==> src/rtl/hazard_detection_unit.sv <==
// hazard_detection_unit: stall/flush control for load-use, ID-stage branch operands
// and data-memory wait states, with a memory-wait watchdog and saturating counters.
module hazard_detection_unit #(
   parameter int TIMEOUT = 16,
   parameter int CNTW = 16
) (
   input  logic            clk,
   input  logic            rst,
   input  logic [4:0]      ifidrs,
   input  logic [4:0]      ifidrt,
   input  logic            ifidmemwr,
   input  logic            ifidbranch,
   input  logic            branchtaken,
   input  logic            idexmemrd,
   input  logic [4:0]      idexrt,
   input  logic            idexregwr,
   input  logic [4:0]      idexregmuxout,
   input  logic            exmemmemrd,
   input  logic [4:0]      exmemregmuxout,
   input  logic            memreq,
   input  logic            memready,
   input  logic            cntclr,
   output logic            pcwr,
   output logic            ifidwr,
   output logic            ifidflush,
   output logic            idexbubble,
   output logic            pipewr,
   output logic            memerror,
   output logic [1:0]      state,
   output logic [CNTW-1:0] stallcount,
   output logic [CNTW-1:0] freezecount,
   output logic [CNTW-1:0] flushcount
);
   localparam int WW = $clog2(TIMEOUT + 1);
   typedef enum logic [1:0] {RUN = 2'b00, MEMWAIT = 2'b01, ERROR = 2'b10} state_t;
   state_t cur, nxt;
   logic [WW-1:0] waitcnt, waitnxt;
   logic loaduse, brhaz, freeze, stall, halt;

   function automatic logic hit(input logic [4:0] r, input logic [4:0] rs, input logic [4:0] rt);
      return r != 5'd0 && (r == rs || r == rt);
   endfunction

   function automatic logic [CNTW-1:0] sat(input logic [CNTW-1:0] c, input logic en);
      return (en && !(&c)) ? c + 1'b1 : c;
   endfunction

   // sw rt is forwarded from MEM/WB, so it does not need a load-use stall
   assign loaduse = idexmemrd && idexrt != 5'd0 &&
                    (idexrt == ifidrs || (idexrt == ifidrt && !ifidmemwr));
   assign brhaz = ifidbranch && ((idexregwr && hit(idexregmuxout, ifidrs, ifidrt)) ||
                                 (idexmemrd && hit(idexrt, ifidrs, ifidrt)) ||
                                 (exmemmemrd && hit(exmemregmuxout, ifidrs, ifidrt)));
   assign freeze = memreq && !memready;
   assign stall = (loaduse || brhaz) && !freeze;
   assign halt = cur == ERROR || freeze;
   assign pcwr = !halt && !stall;
   assign ifidwr = !halt && !stall;
   assign pipewr = !halt;
   assign idexbubble = !halt && stall;
   assign ifidflush = !halt && !stall && ifidbranch && branchtaken;
   assign state = cur;

   always_comb begin
      nxt = cur;
      waitnxt = waitcnt;
      if (cur == RUN && freeze) begin
         nxt = MEMWAIT;
         waitnxt = WW'(1);
      end else if (cur == MEMWAIT) begin
         if (!freeze) begin
            nxt = RUN;
            waitnxt = '0;
         end else if (waitcnt == WW'(TIMEOUT - 1)) begin
            nxt = ERROR;
         end else begin
            waitnxt = waitcnt + 1'b1;
         end
      end
   end

   always_ff @(posedge clk or posedge rst) begin
      if (rst) begin
         cur <= RUN;
         waitcnt <= '0;
         memerror <= 1'b0;
         stallcount <= '0;
         freezecount <= '0;
         flushcount <= '0;
      end else begin
         cur <= nxt;
         waitcnt <= waitnxt;
         memerror <= memerror || nxt == ERROR;
         stallcount <= cntclr ? '0 : sat(stallcount, stall);
         freezecount <= cntclr ? '0 : sat(freezecount, freeze && cur != ERROR);
         flushcount <= cntclr ? '0 : sat(flushcount, ifidflush);
      end
   end
endmodule

==> config.mk <==
export PLATFORM = sky130hd
export DESIGN_NAME = hazard_detection_unit
export DESIGN_NICKNAME = d
export VERILOG_FILES = /design/src/rtl/hazard_detection_unit.sv
export SDC_FILE = /design/constraint.sdc
export NUM_CORES = 1
export LEC_CHECK = 0
export ABC_AREA = 1
export BUFFER_PORTS_ARGS = -buffer_cell sky130_fd_sc_hd__buf_2
export CAP_MARGIN = 10
export CORE_UTILIZATION = 30
export CTS_CLUSTER_DIAMETER = 100
export DETAILED_ROUTE_END_ITERATION = 10
export SLEW_MARGIN = 20
export SYNTH_ARGS = -nofsm -noshare
export SYNTH_HDL_FRONTEND = slang
export SYNTH_SLANG_ARGS = --single-unit
==> constraint.sdc <==
create_clock -name clk -period 2.3 [get_ports clk]
set_input_delay 0.115 -clock clk [delete_from_list [all_inputs] [get_ports clk]]
set_output_delay 0.115 -clock clk [all_outputs]
set_load 0.03 [all_outputs]
# Yosys cells after proc, flatten, opt, wreduce, memory -nomap -nowiden
# Cells that the tools add are included.
# W data, S select, Z words.
op_classes:
  eq_ne: 12
  n_reduce_logical: 50
  addsub: 4
  mux: 14
op_table:
  columns: ["cell", "count"]
  rows:
  - ["$mux W16", 6]
  - ["$add A16 B1 Y16 const B", 3]
  - ["$reduce_and A16 Y1", 3]
  - ["$eq A5 B5 Y1", 6]
  - ["$logic_and A1 B1 Y1", 21]
  - ["$mux W5", 4]
  - ["$reduce_bool A5 Y1", 3]
  - ["$logic_or A1 B1 Y1", 9]
  - ["$logic_not A1 Y1", 8]
  - ["$mux W2", 4]
  - ["$reduce_bool A2 Y1", 4]
  - ["$add A5 B1 Y5 const B", 1]
  - ["$eq A5 B4 Y1 const B", 1]
  - ["$eq A2 B2 Y1 const B", 2]
  - ["$ne A3 B3 Y1 const B", 1]
  - ["$eq A2 B1 Y1 const B", 1]
  - ["$logic_not A2 Y1", 1]
  - ["$ne A2 B2 Y1 const B", 1]
  - ["$reduce_and A2 Y1", 1]
word_totals:
  in_bits: 36
  output_inout_bits: 56
  ff_bits: 56

# Longest topological paths before layout
# Gate-level depths: netlist of run 1.
logic_depth:
  depth_word: 16
  depth_mapped: 15
  ltp_nobuf: 14

# Worst setup path after synthesis of run 1
# Ideal clock, no wire load.
synth_path:
  kind: "register to register"
  start: "reg stallcount[0]"
  end: "reg stallcount[3]"
  slack_ns: 0.302
  path_buffers: 1
  stages_incl_launch_ff: 12
  synth_period_minus_slack_ns: 1.998
  arrival_ns: 1.880
  required_time_ns: 2.182
  setup_time_ns: 0.118
  cell_sequence: "dfrtp_1 > ha_1 > nand2_1 > nor2_4 > nand3_2 > nor3_2 > a31oi_1 > nand2_2 > nand2_4 > buf_6 > nand4_1 > nand2_1"
synth_between:
  elab_chain_cells: 4
  elab_cells_between_ends: 7
  cone_classes: "add/sub: 1; mux: 2; reduce/logical: 4"
synth_lines:
  columns: ["item", "line_no", "text"]
  rows:
  - ["start, declared", "30", "output logic [CNTW-1:0] stallcount,"]
  - ["start signal, assigned", "94", "stallcount <= cntclr ? '0 : sat(stallcount, stall);"]
  - ["parallel branches: the longest is 4 deep, another holds $add A16 B1 Y16", null, null]
# Parallel ways; which one is timed is not known. The select of a mux whose other input is x is not followed.
# A chain may end at the register's enable or synchronous reset.

# Final worst setup path of run 1
layout_path:
  start: "reg stallcount[0]"
  end: "reg stallcount[7]"
# The elaborated chain is that of the path after synthesis.

==> results of run 1 <==
state kept, by name, indices dropped and copies added, names as in the netlist:
register and cells:
memerror 1, flushcount 16, waitcnt 5, state 2
stallcount 16, freezecount 16
timing repair:
item / CTS / global route
buffers inserted: 0 / 2
endpoints found under the hold margin: 9 / 0
hold buffers: 1 / 0
setup endpoints to repair: 0 / 2
metrics by stage:
step           area [µm²]  util [%]  power [mW]  hold WS, ps
5_1_grt              4716     37.07       2.163        212.7
6_report             4716     37.07       2.065        163.3
3_5_place_dp         4531     35.61       1.302        48.63
4_1_cts              4688     36.85       2.093        153.5
2_1_floorplan        3931         -       1.203        335.5
3_3_place_gp         4531     35.61       1.297        47.00
cell usage after synthesis, types with 2 or more instances:
cell type	n	share of area [%]
nand2_1	128	12
inv_1	75	7.2
nand3_1	71	9.0
dfrtp_1	56	36
nor2_1	47	4.5
xor2_1	29	6.5
o21ai_0	20	2.5
nor3_1	19	2.4
a21oi_1	17	2.2
nand4_1	12	1.9
o21ai_1	10	1.3
inv_2	9	0.86
xnor2_1	9	2.0
buf_2	6	0.76
clkbuf_1	5	0.48
ha_1	5	1.6
o31ai_1	5	0.95
buf_6	4	1.1
nor2_2	3	0.48
nor2_4	3	0.86
nor4_1	3	0.48
a31oi_1	2	0.32
clkinv_1	2	0.19
nand2_2	2	0.32
o21a_1	2	0.38
o21bai_1	2	0.38
worst max-delay path by stage:
stage          cells after the start        endpoint  slack [ps]
6_report                           9   stallcount[7]         270
5_1_grt                            9  stallcount[12]          90
4_1_cts                           10   stallcount[1]         220
3_5_place_dp                      10   stallcount[1]         250
3_3_place_gp                      10   stallcount[6]         300
2_1_floorplan                     11   stallcount[3]         300
area by class of cell:
class	instances	area, µm²
clock buffer	5	125.1
clock inverter	3	22.52
fill	1368	8006
inverter	86	322.8
multi-input combinational	401	2106
sequential	56	1401
tap	172	215.2
timing repair buffer	98	523.0
cell families (layout without fill, tap and decap cells):
group                    Yosys count  in the layout  share of synthesized area, %
AO/OA/AOI/OAI                     62             62                         8.848
XOR/XNOR                          38             38                         8.466
flip-flops                        56             56                         35.65
AND/OR/NAND/NOR                  296            296                         34.66
buffers and inverters            102            192                         10.79
adder cells (fa/ha/maj)            5              5                         1.591
power breakdown:
part	switching (mW)	internal (mW)	leakage [nW]
Combinational	0.199	0.0917	1.64
Sequential	0.00849	0.990	0.750
Clock	0.368	0.409	0.0742
Total	0.575	1.49	2.46
metal layers:
| layer | track usage (%) | routed length, µm |
|---|---|---|
| met1 | 20.70 | 4956 |
| met3 | 2.854 | 641 |
| met5 | 0 | 0 |
| met4 | 4.444 | 69 |
| met2 | 25.36 | 4614 |
critical path: cells and delay by family, from the launching register on:
kind            cells  cell delay [ps]
simple gates        5              540
compound gates      2              510
flops               1              440
fa+ha+maj           1              250
buf+inv             1              180
==> metrics.cfg, run 1 <==
[critical_path]
required_ps = 2500
crit_fanout = 10
crit_path_end_kind = register
crit_slowest_cell = dfrtp_1
r2r-end = stallcount[7]
reg2reg_depth = 9
arrival_ps = 2230
rrSetupSlack_ps = 270
worstReg2RegStart = stallcount[0]
startpoint = stallcount[0]
crit_type = reg2reg
worstPathCellList = ha_1 -> nand2_1 -> nor2_4 -> nand3_2 -> nor3_2 -> a31oi_1 -> nand2_2 -> buf_12 -> o31ai_1
startpoint_type = register
critPathMaxStageDelay_ps = 440

[yosys]
synth_warnings = 0
syn_avg_cell_area_um2 = 7.033
ys_seq_elements = 56
synth_edf_count = 0
yosys_most_used_dff = dfrtp_1
synth_seq_area_share_pct = 35.65
async_flop_share_pct = 100.0
synth_cell_type_count = 39
syn_nets = 600
netlist_instances = 559
synth_area_um2 = 3931

[timing]
period_minus_slack_ps = 2031
tightest_slew_ps = 640.5
finalHoldViolations = 0
slew_viol_final = 0
period_share_pct = 88.32
finalSetupTns_ps = 0
relSlewSlack_pct = 57.30
fin_ws_ps = 268.5
setup_viol_count_final = 0
rsz0062_at_grt = no
max_freq_ghz = 0.4923
skew_ps = 7.493

[finish]
layout_commonest_cell = nand2_1
finalNonFillerCells = 821
antennaDiodeCount = 0
final_layout_size_suffix_gt1_share_pct = 20.18
layout.nets = 689
mostFrequentLayoutCells = nand2_1, buf_2, inv_1
syn_to_final_growth_pct = 19.96

[drt]
ant_nets = 0
drt_pre_antenna_iters = 5
routedWlPerCell_um = 12.52
viasPerCell = 4.714
drt_iter0_drc = 211
num_vias = 3870
routed_wirelength_um = 10280
drc = 0

[floorplan]
die_area_um2 = 13570
core_um2 = 12720
die_x_um = 116.5
io_pins = 92
rows = 41
die_h_um = 116.5
start_util_pct = 30.90

[worst_hold_path]
min_from = memready
hold-path-cell-count = 4
holdPathEnd = state[0]
hp-class = in2reg

[clock_tree]
clkLatencyLatePin_ps = 300
cts_max_path_buffers = 2
cts_resized = 0
h-tree-depth = 2
clk_pin_slew_ps = 80
cts_buffers = 5
cts_tree = yes
root_buffer = clkbuf_16
clkSinkCount = 56

[placed_design]
port_buffers = 91
place_hpwl_um = 7820
pre_cts_ws_ps = 246.3
dpl.cell_count = 810
place.gp.congestion = 0.8739

[power]
p_per_area_nw_per_um2 = 438.0
vdd_drop_max_v = 0.0002929
cellLeakagePower_nw = 2.464

[status]
outcome = finished clean

[global_routing]
globalRouteTotalUtil_pct = 15.45
grt_pass1_wl_um = 16680
grt_max_degree = 48
antenna_found_initial = 0
grt-ovfl-total = 0
grt_pass1_vias = 3612

[job]
max_cap_violations = 0

Power figures use the tool's default switching activity.
==> run 2: changes to the inputs <==
Settings changed: HOLD_SLACK_MARGIN from default to 0.05, REMOVE_ABC_BUFFERS from default to 1.
==> run 2 against run 1 <==
  * Total power grew 4.1%
  * Clock-buffer cell count grew 1
  * Via count grew 1.7%
  * Largest cell class unchanged
==> metrics.cfg, run 2 (synthesized netlist as in run 1, its figures left out) <==
[clock_tree]
clkSinkCount = 56
cts_buffers = 5
clkLatencyLatePin_ps = 290
root_buffer = clkbuf_16
h-tree-depth = 2
cts_tree = yes
cts_max_path_buffers = 2
cts_resized = 0
clk_pin_slew_ps = 70

[timing]
tightest_slew_ps = 449.0
finalSetupTns_ps = 0
relSlewSlack_pct = 70.03
setup_viol_count_final = 0
period_share_pct = 89.64
holdWs_ps = 179.2
period_minus_slack_ps = 2062
finalHoldViolations = 0
skew_ps = 8.188
rsz0062_at_grt = no
max_freq_ghz = 0.4850
slew_viol_final = 0

[drt]
num_vias = 3936
viasPerCell = 4.788
routed_wirelength_um = 10390
drt_iter0_drc = 215
ant_nets = 0
drc = 0
routedWlPerCell_um = 12.64
drt_pre_antenna_iters = 5

[critical_path]
critPathMaxStageDelay_ps = 430
reg2reg_depth = 9
crit_slowest_cell = dfrtp_1
crit_path_end_kind = register
startpoint = stallcount[0]
required_ps = 2490
startpoint_type = register
worstReg2RegStart = stallcount[0]
worstPathCellList = ha_1 -> nand2_1 -> nor2_4 -> nand3_2 -> nor3_2 -> a31oi_1 -> nand2_2 -> buf_4 -> o31ai_1
crit_fanout = 6
crit_type = reg2reg
arrival_ps = 2260

[floorplan]
start_util_pct = 30.90
die_h_um = 116.5
die_x_um = 116.5
die_area_um2 = 13570
core_um2 = 12720
io_pins = 92
rows = 41

[status]
outcome = finished clean

[global_routing]
grt_max_degree = 45
globalRouteTotalUtil_pct = 15.55
grt_pass1_vias = 3524
grt_pass1_wl_um = 16840
grt-ovfl-total = 0
antenna_found_initial = 0

[finish]
finalNonFillerCells = 822
top_regs = flushcount (16), freezecount (16), stallcount (16)
fill_cells = 1379
final_layout_size_suffix_gt1_share_pct = 20.15
regArea_um2 = 1401
mostFrequentLayoutCells = nand2_1, buf_2, inv_1
layout_commonest_cell = nand2_1
multiInputGateArea_um2 = 2106
layout.nets = 690
syn_to_final_growth_pct = 20.56
fin_area_um2 = 4740
antennaDiodeCount = 0

[worst_hold_path]
hold-path-cell-count = 4
hp-class = in2reg
min_from = memready

[placed_design]
port_buffers = 91
dpl.cell_count = 810
place.gp.congestion = 0.9127
post_dp_cell_area_um2 = 4543
place_hpwl_um = 7766

[power]
finalPower_mw = 2.150
vdd_drop_max_v = 0.0002371
p_per_area_nw_per_um2 = 453.7
cellLeakagePower_nw = 2.473

[job]
max_cap_violations = 0

-- run 2: changes by cell type in the layout (fill, tap and decap cells not counted) --
cell / before / now
buf_4: 5 / 6
bufinv_16: 0 / 1
clkbuf_1: 0 / 1
clkinv_4: 1 / 0
inv_6: 1 / 0
-- run 2: path summary, 6_finish.rpt --
path                       slack [ps]             end
setup / recovery                  240  stallcount[13]
hold / removal                    180      waitcnt[0]
setup reg to reg                  240  stallcount[13]
hold reg to reg                   510        memerror
max in group asynchronous        1440   flushcount[0]
min in group asynchronous         320   stallcount[1]
-- run 2: cell type report --
type,count,area share (%)
clock buffers,6,2.719
clock inverters,2,0.7392
flip-flops and latches,56,29.57
inverters,86,6.811
repair buffers,99,11.19
well taps,172,4.541
multi-input cells,401,44.43
-- run 2: stage by stage --
step / util (%) / setup slack, ps
after floorplan: - / 214.5
after global placement: 35.71 / 293.6
after detailed placement: 35.71 / 225.1
after CTS: 37.08 / 194.4
after global routing: 37.25 / 44.41
final: 37.25 / 238.2
-- run 2: where the power goes --
part	switching [mW]	total, mW	internal, mW	leakage (nW)
clock network	0.349	0.862	0.513	0.0808
logic	0.197	0.290	0.0928	1.64
registers	0.00778	0.998	0.990	0.750
total	0.554	2.15	1.60	2.47
-- run 2: what timing repair did --
item                                   in CTS  in global routing
endpoints found under the hold margin      12                  0
setup endpoints to repair                   0                  6
hold buffers                                1                  0
setup buffers                               0                  3
-- run 2: layer usage --
metal,track usage (%),vias up,routed length (µm)
li1,-,1987,-
met1,20.74,1825,4961
met2,25.68,116,4719
met3,3.010,8,616
met4,4.103,0,89
met5,0,-,0
-- run 2: critical path, delay by kind of cell, from the launching register on --
family / cells / cell delay, ps
AOI/OAI and AO/OA: 2 / 520
adders and majority gates: 1 / 240
buffers and inverters: 1 / 200
DFF: 1 / 430
and+or+nand+nor: 5 / 560
==> run 3: changes to the inputs <==
==> constraint.sdc (replaced) <==
create_clock -name clk -period 2.3 [get_ports clk]
set_input_delay 0.23 -clock clk [delete_from_list [all_inputs] [get_ports clk]]
set_output_delay 0.23 -clock clk [all_outputs]
set_load 0.03 [all_outputs]
==> run 3 against run 2 <==
  * Total power increased by 2.0%
  * Highest routed layer unchanged
  * Die area unchanged
  * Combinational power about the same
  * Global-route usage increased by 0.27 points
  * Critical endpoint is now waitcnt[3]
  * Cell area increased by 0.29%
  * Core utilization increased by 0.11 points
  * Sequential cell count unchanged
  * Via count increased by 0.58%
  * Sequential power about the same
  * Clock-buffer cell count unchanged
==> metrics.cfg, run 3 (synthesized netlist as in run 1, its figures left out) <==
[power]
combPwrFrac_pct = 13.3
vdd_drop_max_v = 0.0003052
p_per_area_nw_per_um2 = 461.3
p_int_mw = 1.629
p_sw_share_pct = 25.69
p_seq_share_pct = 45.5
cellLeakagePower_nw = 2.479
p_clk_share_pct = 41.2
p_switching_uw = 563.3

[critical_path]
r2r-end = waitcnt[3]
crit_fanout = 9
arrival_ps = 2250
startpoint_type = register
required_ps = 2480
crit_type = reg2reg
reg2reg_depth = 13
crit_path_end_kind = register
rrSetupSlack_ps = 230
worstReg2RegStart = waitcnt[0]

[timing]
finalSetupTns_ps = 0
rsz0062_at_grt = no
finalHoldViolations = 0
max_freq_ghz = 0.4827
holdWs_ps = 286.1
slew_viol_final = 0
period_share_pct = 90.07
period_minus_slack_ps = 2072
skew_ps = 6.787
tightest_slew_ps = 466.4
fin_ws_ps = 228.4
relSlewSlack_pct = 68.91
setup_viol_count_final = 0

[finish]
fill_cells = 1374
layout.nets = 690
syn_to_final_growth_pct = 20.91
final_layout_size_suffix_gt1_share_pct = 20.31
mostFrequentLayoutCells = nand2_1, buf_2, inv_1
antennaDiodeCount = 0
top_regs = flushcount (16), freezecount (16), stallcount (16)
layout_commonest_cell = nand2_1

[global_routing]
globalRouteTotalUtil_pct = 15.82
antenna_found_initial = 0
grt_pass1_wl_um = 17080
grt_max_degree = 47
grt-ovfl-total = 0
grt_pass1_vias = 3573

[drt]
routedWlPerCell_um = 12.72
routed_wirelength_um = 10460
drt_iter0_drc = 250
viasPerCell = 4.816
ant_nets = 0
drt_pre_antenna_iters = 4
num_vias = 3959
drc = 0

[floorplan]
io_pins = 92
die_h_um = 116.5
die_x_um = 116.5
start_util_pct = 30.90
rows = 41
die_area_um2 = 13570
core_um2 = 12720

[placed_design]
port_buffers = 91
pre_cts_ws_ps = 239.8
place.gp.congestion = 0.8812
place_hpwl_um = 7808

[worst_hold_path]
hold-path-cell-count = 4
hp-class = in2reg
holdPathEnd = state[0]
min_from = memready

[clock_tree]
h-tree-depth = 2
cts_tree = yes
cts_max_path_buffers = 2
cts_buffers = 5
clkSinkCount = 56
root_buffer = clkbuf_16
cts_resized = 0
clkLatencyLatePin_ps = 300
clk_pin_slew_ps = 70

[job]
max_cap_violations = 0

[status]
outcome = finished clean

==> run 3: cell count changes in the layout (fill, tap and decap cells not counted) <==
cell and delta:
clkbuf_1 -1, clkinv_4 +1, clkinv_2 -1, clkbuf_8 +1
==> run 3: worst max path at each step <==
stage | startpoint | endpoint | cells past startpoint
final | waitcnt[0] | waitcnt[3] | 13
after global routing | waitcnt[1] | waitcnt[3] | 13
after detailed placement | stallcount[0] | stallcount[6] | 10
after global placement | stallcount[0] | stallcount[1] | 10
after CTS | stallcount[0] | stallcount[3] | 10
after floorplan | stallcount[0] | stallcount[1] | 10
==> run 3: worst max-delay path, stage by stage, from the launching register on <==
cell	delay [ps]
dfrtp_1	410
ha_1	220
nand2_1	80
nor2_1	50
ha_1	170
inv_1	60
o21ai_0	80
inv_1	80
nor2_1	60
inv_1	90
o21a_1	280
nand4_1	160
o21ai_1	170
a21oi_1	60
==> run 3: metrics by stage <==
| stage | std cells | utilization (%) | power, mW | cell area (µm²) |
|---|---|---|---|---|
| after floorplan | 543 | - | 1.184 | 3830 |
| after global placement | 810 | 35.71 | 1.298 | 4543 |
| after detailed placement | 810 | 35.71 | 1.305 | 4543 |
| after CTS | 819 | 37.19 | 2.220 | 4731 |
| after global routing | 822 | 37.36 | 2.290 | 4753 |
| final | 822 | 37.36 | 2.193 | 4753 |
==> run 3: what timing repair did <==
item | in CTS | in global routing
buffers inserted | 0 | 3
hold buffers | 1 | 0
endpoints found under the hold margin | 10 | 0
endpoints found under the setup margin | 0 | 9
==> run 3: area by class of cell <==
class | count | area [µm²] | area share [%]
inverter | 86 | 322.8 | 6.791
tap | 172 | 215.2 | 4.527
clock inverter | 2 | 38.79 | 0.8160
clock buffer | 6 | 138.9 | 2.922
multi-input combinational | 401 | 2106 | 44.30
sequential | 56 | 1401 | 29.48
timing repair buffer | 99 | 530.5 | 11.16
==> run 3: power groups by stage <==
stage / Combinational [mW] / Clock (mW) / Sequential (mW)
finish: 0.292 / 0.903 / 0.998
CTS: 0.291 / 0.931 / 0.998
global route: 0.327 / 0.964 / 0.999
floorplan: 0.155 / 0 / 1.03
detailed placement: 0.288 / 0 / 1.02
global placement: 0.282 / 0 / 1.02
==> run 3: metal layers <==
layer | vias up | GRT usage (%) | share of wire, %
met5 | - | 0 | 0
li1 | 1982 | - | -
met4 | 0 | 4.530 | 1.1
met1 | 1833 | 21.67 | 47
met3 | 13 | 2.595 | 6.1
met2 | 131 | 25.64 | 45
